<file path="src/rtl/loader_pkg.sv">
// Shared definitions for the boot-time program loader.
//   loader_state_e : loader FSM states
//   NOP_INSTR      : word returned for fetches outside the instruction RAM
//   ERR_*          : err_code values
//   state_accepts(): states in which a stream byte may be accepted
// Optional feature macro: LOADER_CHECKSUM_EN (see program_loader.sv).
package loader_pkg;

    typedef enum logic [2:0] {
        S_LEN_HI,
        S_LEN_LO,
        S_DATA_HI,
        S_DATA_LO,
        S_CSUM,
        S_DONE,
        S_ERROR
    } loader_state_e;

    localparam logic [15:0] NOP_INSTR = 16'hC000;

    localparam logic [1:0] ERR_NONE = 2'b00;
    localparam logic [1:0] ERR_LEN  = 2'b01;
    localparam logic [1:0] ERR_CSUM = 2'b10;

    // Terminal states refuse bytes until load_start or reset.
    function automatic logic state_accepts(loader_state_e st);
        return (st == S_LEN_HI) || (st == S_LEN_LO) || (st == S_DATA_HI) ||
               (st == S_DATA_LO) || (st == S_CSUM);
    endfunction

endpackage

</file>
<file path="src/rtl/instr_ram.sv">
// Instruction store: MEM_SIZE x 16-bit words, synchronous write, asynchronous read.
// No reset: contents survive rst and reloads until overwritten.
// Ports:
//   clk   : write clock
//   we    : write enable
//   waddr : write index
//   wdata : write word
//   raddr : read index
//   rdata : read word (combinational)
module instr_ram #(
    parameter int MEM_SIZE = 64,
    parameter int ADDR_W   = $clog2(MEM_SIZE)
) (
    input  logic              clk,
    input  logic              we,
    input  logic [ADDR_W-1:0] waddr,
    input  logic [15:0]       wdata,
    input  logic [ADDR_W-1:0] raddr,
    output logic [15:0]       rdata
);

    logic [15:0] mem_q [MEM_SIZE];

    always_ff @(posedge clk) begin
        if (we) begin
            mem_q[waddr] <= wdata;
        end
    end

    assign rdata = mem_q[raddr];

endmodule

</file>
<file path="src/rtl/program_loader.sv">
// Boot-time program loader. Receives a byte stream (16-bit length, then that many
// big-endian 16-bit words, then optionally an XOR checksum byte), writes the words
// into instr_ram and releases the CPU reset once a load completes without error.
// Afterwards it serves combinational instruction fetches.
//
// Build option: define LOADER_CHECKSUM_EN to accumulate an XOR over every length and
// data byte and require a trailing checksum byte. Without it the load ends after the
// last data byte (or straight after the length when it is zero).
//
// Ports:
//   clk, rst       : clock, synchronous active-high reset
//   in_data        : stream byte
//   in_valid       : in_data valid
//   in_ready       : loader can take a byte (transfer on in_valid & in_ready)
//   load_start     : one-cycle pulse restarting the load
//   address        : CPU fetch address
//   instruction    : fetched word (NOP_INSTR beyond the RAM)
//   cpu_rst        : CPU reset, high until a load succeeds
//   load_done      : last load succeeded
//   load_error     : last load failed
//   err_code       : ERR_NONE / ERR_LEN / ERR_CSUM
//   words_loaded   : words written by the current or last load
module program_loader
    import loader_pkg::*;
#(
    parameter int MEM_SIZE = 64,
    parameter int ADDR_W   = $clog2(MEM_SIZE)
) (
    input  logic        clk,
    input  logic        rst,
    input  logic [7:0]  in_data,
    input  logic        in_valid,
    output logic        in_ready,
    input  logic        load_start,
    input  logic [15:0] address,
    output logic [15:0] instruction,
    output logic        cpu_rst,
    output logic        load_done,
    output logic        load_error,
    output logic [1:0]  err_code,
    output logic [15:0] words_loaded
);

    loader_state_e state_q;
    logic [15:0]   len_q;
    logic [7:0]    data_hi_q;
    logic [15:0]   words_q;
    logic          cpu_rst_q;
    logic          done_q;
    logic          error_q;
    logic [1:0]    err_code_q;
`ifdef LOADER_CHECKSUM_EN
    logic [7:0]    csum_q;
`endif

    logic          accept;
    logic [15:0]   len_d;
    logic          len_over;
    logic [15:0]   words_d;
    logic          ram_we;
    logic [15:0]   ram_rdata;
    logic          addr_in_range;

    // A restart or reset owns the cycle, so no byte can slip in alongside it.
    always_comb begin
        in_ready = 1'b0;
        if (!rst && !load_start) begin
            in_ready = state_accepts(state_q);
        end
    end

    assign accept   = in_valid && in_ready;
    assign len_d    = {len_q[15:8], in_data};
    assign len_over = {1'b0, len_d} > 17'(MEM_SIZE);
    assign words_d  = words_q + 16'd1;
    assign ram_we   = accept && (state_q == S_DATA_LO);

    always_ff @(posedge clk) begin
        if (rst || load_start) begin
            state_q    <= S_LEN_HI;
            len_q      <= '0;
            data_hi_q  <= '0;
            words_q    <= '0;
            cpu_rst_q  <= 1'b1;
            done_q     <= 1'b0;
            error_q    <= 1'b0;
            err_code_q <= ERR_NONE;
`ifdef LOADER_CHECKSUM_EN
            csum_q     <= '0;
`endif
        end else if (accept) begin
`ifdef LOADER_CHECKSUM_EN
            if (state_q != S_CSUM) begin
                csum_q <= csum_q ^ in_data;
            end
`endif
            unique case (state_q)
                S_LEN_HI: begin
                    len_q[15:8] <= in_data;
                    state_q     <= S_LEN_LO;
                end
                S_LEN_LO: begin
                    len_q <= len_d;
                    if (len_over) begin
                        state_q    <= S_ERROR;
                        error_q    <= 1'b1;
                        err_code_q <= ERR_LEN;
                    end else if (len_d == 16'd0) begin
`ifdef LOADER_CHECKSUM_EN
                        state_q   <= S_CSUM;
`else
                        state_q   <= S_DONE;
                        done_q    <= 1'b1;
                        cpu_rst_q <= 1'b0;
`endif
                    end else begin
                        state_q <= S_DATA_HI;
                    end
                end
                S_DATA_HI: begin
                    data_hi_q <= in_data;
                    state_q   <= S_DATA_LO;
                end
                S_DATA_LO: begin
                    words_q <= words_d;
                    if (words_d < len_q) begin
                        state_q <= S_DATA_HI;
                    end else begin
`ifdef LOADER_CHECKSUM_EN
                        state_q   <= S_CSUM;
`else
                        state_q   <= S_DONE;
                        done_q    <= 1'b1;
                        cpu_rst_q <= 1'b0;
`endif
                    end
                end
`ifdef LOADER_CHECKSUM_EN
                S_CSUM: begin
                    if (in_data == csum_q) begin
                        state_q   <= S_DONE;
                        done_q    <= 1'b1;
                        cpu_rst_q <= 1'b0;
                    end else begin
                        state_q    <= S_ERROR;
                        error_q    <= 1'b1;
                        err_code_q <= ERR_CSUM;
                    end
                end
`endif
                default: ; // terminal states never accept a byte
            endcase
        end
    end

    instr_ram #(
        .MEM_SIZE(MEM_SIZE),
        .ADDR_W  (ADDR_W)
    ) u_instr_ram (
        .clk  (clk),
        .we   (ram_we),
        .waddr(words_q[ADDR_W-1:0]),
        .wdata({data_hi_q, in_data}),
        .raddr(address[ADDR_W-1:0]),
        .rdata(ram_rdata)
    );

    assign addr_in_range = {1'b0, address} < 17'(MEM_SIZE);
    assign instruction   = addr_in_range ? ram_rdata : NOP_INSTR;

    assign cpu_rst      = cpu_rst_q;
    assign load_done    = done_q;
    assign load_error   = error_q;
    assign err_code     = err_code_q;
    assign words_loaded = words_q;

endmodule

</file>
<file path="config.mk">
export PLATFORM = sky130hd
export DESIGN_NAME = program_loader
export DESIGN_NICKNAME = d
export VERILOG_FILES = /design/src/rtl/loader_pkg.sv /design/src/rtl/instr_ram.sv /design/src/rtl/program_loader.sv
export SDC_FILE = /design/constraint.sdc
export NUM_CORES = 1
export LEC_CHECK = 0
export CORE_MARGIN = 4
export CORE_UTILIZATION = 60
export CTS_CLUSTER_SIZE = 25
export DETAILED_ROUTE_END_ITERATION = 12
export PLACE_DENSITY = 0.77
export SYNTH_ARGS = -nofsm -noshare
export SYNTH_HDL_FRONTEND = slang
export SYNTH_SLANG_ARGS = --single-unit
</file>
<file path="constraint.sdc">
create_clock -name clk -period 3.72 [get_ports clk]
set_clock_uncertainty 0.15 [all_clocks]
set_input_delay 0.744 -clock clk [delete_from_list [all_inputs] [get_ports clk]]
set_output_delay 0.744 -clock clk [all_outputs]
set_load 0.05 [all_outputs]
</file>
* Word-level counts from Yosys, hierarchy flattened *
Memory sizes are Yosys's and may differ from the RTL's.
Cells that the tools add are included.

storage, ports and cells
  bits in registers = 46
  bits in writable memories = 1024
  bits of input ports = 28
  output and inout port bits = 38
  word-level logic and storage cells = 57
  memories kept = 1

memory list
  memory             words  width  read ports  clocked after Yosys merged registers in  write ports  RTL line         source
  u_instr_ram.mem_q  64     16     1           0                                        1            instr_ram.sv:22  logic [15:0] mem_q [MEM_SIZE];

cells by class
  add/subtract/negate cells = 1
  magnitude comparators = 3
  eq/ne operators = 7
  multiplexer cells = 16
  reduce and logical (&&, ||, !) cells = 21

operators with widths
  kind                   count
  $add 16x1->16 const B  1
  $gt 16x7->1 const B    1
  $logic_not 16->1       1
  $lt 16x16->1           1
  $lt 16x7->1 const B    1
  $mux 16                1
  $pmux 3 s4             1
  $reduce_and 2->1       5
  $mux 1                 9
  $mux 3                 3
  $eq 3x2->1 const B     2
  $logic_or 1x1->1       5
  $reduce_and 5->1       1
  $ne 2x2->1 const B     2
  $pmux 1 s2             2
  $reduce_bool 4->1      1
  $eq 3x1->1 const B     1
  $eq 3x3->1 const B     1
  $logic_and 1x1->1      3
  $logic_not 3->1        1
  $reduce_and 3->1       1
  $logic_not 1->1        2
  $ne 2x1->1 const B     1
  $reduce_bool 2->1      1

* Depth between registers and ports, before layout *
Gate-level depths: netlist (run 1).

  depth in word-level cells = 10
  mapped depth = 12
  gate-level depth less buffers = 11

* By module *
From an unflattened synthesis (run 1), not the netlist that was laid out.

second synthesis, totals
  cell total of the unflattened synthesis = 2118
  area, all modules = 42348.1 µm²

by module, submodules not included
  module          times used  cells each  area each (µm²)  sequential area each (µm²)
  instr_ram       1           1813        39721.8          30749.5
  program_loader  1           305         2626.3           920.9

* Least setup slack after synthesis (run 1) *
OpenSTA, ideal clock, no wires.

  path kind = input to output
  start point = in address[1]
  end point = out instruction[11]
  data arrival time = 3.496 ns
  data required time = 2.826 ns
  slack = -0.670 ns
  stages = 6
  path buffers = 3
  path through = buf_2 -> buf_2 -> buf_1 -> mux4_2 -> o22ai_1 -> o41ai_1

between the ends
  word-level cells in the longest chain between the ends = 2
  elaborated cells on any way between the ends = 3
  classes of those cells = order compare: 1; mux: 1; memory: 1

RTL lines
  what                                                 RTL line               source
  start: declaration                                   program_loader.sv:35   input logic [15:0] address,
  $mem_v2 64x16 / $lt 16x7->1 (equally long branches)  n/a
  $mux 16 *                                            program_loader.sv:169  assign instruction = addr_in_range ? ram_rdata : NOP_INSTR;
  end: declaration                                     program_loader.sv:36   output logic [15:0] instruction,

Every way passes the cells marked *; elsewhere a longest branch is shown, timed or not.

* Final worst setup path (run 1) *
  start point = in address[0]
  end point = out instruction[14]

The elaborated chain is that of the path after synthesis.

==> summary.md, run 1 <==
* 49400 um^2 — Layout Cell Area excl Fill
* -58.0 ps — final setup margin
* 19300 uW — internal cell power
* 66600 um — dpl hpwl
* 1070 — Seq cells post-synth
* 0 — number of antenna repair diodes
* 53.9% — portion of total power attributed to sequential cells
* 45400 um^2 — placed standard-cell area
* done — TritonCTS clock tree
* 112000 um — wirelength, routed
* a211oi_2 — most frequent cell on the critical path
* 6 — count of TritonRoute iterations in the first routing pass
* 170 ps — slack of the worst reg-to-reg path
* 23.3k — vias in the first global route
* 0.0148 uW — leakage dissipation
* buf_16 > buf_12 > buf_4 > mux4_2 > nor2b_1 > a211oi_2 > a211oi_2 > o32a_1 > buf_6 — worst path cell trace
* 3865 — final-layout fill cell count
* 96 — number of cell rows
* 0.954 — global placement routability congestion
* 0 — remaining global-route overflow
* 6.80 — vias per cell
* 102% — final critical-path share of the clock period
* 5 — number of antenna violations at the first check in global routing
* clkbuf_16 — cell chosen for the clock root
* 2456 — number of nets in the layout
* 272 um — horizontal die dimension
* 60.7% — Initial Util
* in -> out — kind of critical path
* compound AO/OA/AOI/OAI gates — cell family contributing the most delay on the critical path
* 1290 ps — slew at the pin with the worst max-slew slack
* 0 — final count of pins violating max slew
* 4074 — Iter 0 DRT Violations
* cpu_rst$_SDFFE_PP1P_ — endpoint of the worst-slack reg-to-reg timing path
* 64 — Port Buffer Count
* 20.1 um^2 — Syn Area/Cell
* 1070 — clk sink count
* mux4_2 — Slowest cell on crit path
* 3 — Bufs on Longest Clock Path
* 530 ps — maximum cell stage delay along the critical path
* input pin — Worst setup SP type
* 60 ps — clock-pin slew on the worst setup and hold paths
* 10 — count of cells along the worst register-to-register path
* 9910 um^2 — multi-input gate area in the final layout
* -998 ps — post-placement worst setup slack
* 162000 um — wire length of the first global-routing pass
* finished, violations left — run status
* 0% — share of synthesized registers carrying an async set or reset
* 24300 uW — total power of the final layout
* 6 — highest net fanout along the worst path
* 23.3k — total number of vias
* 0 — synth warn
* 3423 — count of non-filler cells in the finished layout
* 30.6% — total track usage
* 76.0% — sequential element share of the synthesized area
* 68 — maximum number of pins on one net before global-route repair
* 3226 — placed cell count
* 1024 — number of flops mapped to enable cells by yosys
* 0.265 GHz — highest attainable clock frequency
* 3 — number of levels in the clock H-tree
* len_q[0]$_SDFFE_PP0P_ — HP Start
* 41700 um^2 — Synth Cell Area
* 4960 uW — NetSw
* 492 nW/um^2 — Cell Pwr Density
* 4.3% — combinational cell fraction of total power
* 14.0% — Slew HR
* 20.4% — switching power share of the total
* negative setup slack — violations in the final reports
* 68700 um^2 — area of the core
* reg -> reg — type of the worst min-delay path
* 66 — IO Pins
* 32.6 um — wire per inst
* 307 ps — smallest hold slack
* 32.5% — share of layout cells above drive strength 1
* 3780 ps — minimum clock period after layout
* 18.6% — Area growth, synth to finish
* 73700 um^2 — overall die area
* 0 — CTS hold repair buffers
* 5 — Final setup violation count
* 2120 — net count after synthesis
* 2830 ps — required time worst endpoint
* 2 — count of cells along the worst hold path
* 272 um — floorplan die height
* 0 — Antenna Violating Nets Remaining
* 0 — Final Hold Fails
* 2076 — number of cells produced by synthesis
* 2880 ps — Data arrival, critical path
* 41.8% — Clock Power Share
* primary output — endpoint type of the worst setup path
* yes — setup repair after global routing missed its margin
* edfxtp_1 — top_reg_cell synth
* 0 — count of maximum capacitance violations
* len_q[0]$_SDFFE_PP0P_ — worst hold path endpoint
* 60 — post-synthesis cell type count
* 650 ps — worst-skew pair later-pin latency
* 4 — total buffers and inverters traversed by the critical path
* 0.375 mV — maximum resistive drop on vdd
* 102 — total CTS buffers
* 31700 um^2 — total area of sequential cells
* 0 — residual DRC count
* words_loaded[1]$_SDFFE_PP0P_ — reg-to-reg startpoint
-- per-layer routing --
metal	track usage, %	share of wire, %	up-vias
met5	0	0	-
met4	12.3	4.6	0
met3	8.70	13	304
met2	47.0	47	1919
met1	42.3	35	11800
li1	-	-	9189
-- metrics by stage --
stage / TNS [ps] / utilization, %
2_1_floorplan: -15.4 / -
3_3_place_gp: -12450 / 66.1
3_5_place_dp: -13050 / 66.1
4_1_cts: 0 / 71.7
5_1_grt: -198 / 71.9
6_report: -132 / 71.9
-- cells in the mapped netlist, drive strengths merged, types with 2 or more instances --
master	n	share of area [%]
o211ai	2	0.036
o41ai	2	0.042
nor3	23	0.30
mux4	257	14
a211oi	14	0.25
mux2i	28	0.67
o22ai	55	0.83
o211a	2	0.048
or4	5	0.090
nand4	5	0.075
nand2	69	0.62
a31oi	4	0.060
nand2b	10	0.15
o32a	2	0.048
o311ai	2	0.042
nor2b	11	0.17
a21o	4	0.072
ha	16	0.48
or2	7	0.11
or3b	5	0.11
mux2	2	0.054
or3	6	0.090
buf	74	0.97
o21ai	9	0.11
clkbuf	42	0.38
o22a	4	0.084
nand3	14	0.18
a21oi	28	0.34
dfxtp	46	2.2
o31ai	11	0.20
nand3b	7	0.13
a311oi	10	0.21
xnor2	14	0.29
and2	6	0.090
inv	18	0.16
a221o	2	0.048
nor2	191	1.7
o221ai	11	0.23
nor4	8	0.14
xor2	13	0.27
edfxtp	1024	74
-- worst max path at each step --
stage                     start  depth (start not counted)  slack [ps]               to
detailed placement  address[14]                          7       -1000  instruction[10]
floorplan            address[1]                          6         -20  instruction[11]
global route         address[0]                         10         -80   instruction[7]
global placement    address[15]                          7        -980  instruction[10]
finish               address[0]                          9         -60  instruction[14]
CTS                  address[6]                          9           1  instruction[13]
-- sequential cells by signal, indices dropped and copies added (netlist names) --
name / cells
words_loaded: 16
state_q: 3
data_hi_q: 8
cpu_rst: 1
load_done: 1
u_instr_ram.mem_q: 1024
len_q: 16
err_code: 1
-- tightest hold or removal path: stages (launching register included) --
cell and delay [ps]:
dfxtp_1 310, nand2_1 50, a21oi_1 50
-- power by group through the flow --
stage	combinational (uW)	clock, uW	sequential, uW
after global routing	1090	10800	13100
after global placement	926	0	13300
after CTS	1010	10200	13100
after floorplan	471	0	13300
after detailed placement	945	0	13300
final	1050	10200	13100
-- area by class of cell --
class                           instances  share of cell area (%)
Inverter                               19                   0.144
Clock inverter                         58                    1.17
Tap cell                              931                    2.36
Timing Repair Buffer                  348                    6.81
Sequential cell                      1070                    64.1
Clock buffer                          126                    5.39
Multi-Input combinational cell        871                    20.0
-- logic make-up after synthesis --
family                   after synthesis  share of synthesized area [%]
XOR/XNOR                              27                          0.567
flip-flops                          1070                           76.0
adder cells (fa/ha/maj)               16                          0.480
buffers and inverters                135                           1.52
multiplexers                         287                           14.6
other                                  1                        0.00900
AND/OR/NAND/NOR                      371                           4.03
AO/OA/AOI/OAI                        169                           2.79
-- timing repair --
| action | CTS | global route |
|---|---|---|
| endpoints found under the hold margin | 0 | 0 |
| pin swaps | 11 | 11 |
| gates cloned | 4 | 0 |
| endpoints found under the setup margin | 16 | 21 |
| setup buffers | 9 | 5 |
| resized for setup | 95 | 44 |
-- placed cells by master (no fill, tap or decap), types with 24 or more instances in the layout --
cell type and n:
nand2_1 68, o22ai_1 47, clkbuf_16 103, nor2_1 185, buf_4 241, mux2i_1 26, edfxtp_1 1024, clkinv_1 24
a21oi_1 25, dfxtp_1 38, buf_12 38, clkdlybuf4s50_1 25, mux4_2 257
Power figures use the tool's default switching activity.
==> inputs of run 2 (changes only) <==
HOLD_SLACK_MARGIN = 0.15   (was unset)
==> results of run 2 <==
Same layout as run 1: the final DEF is identical, and so are final timing and power.
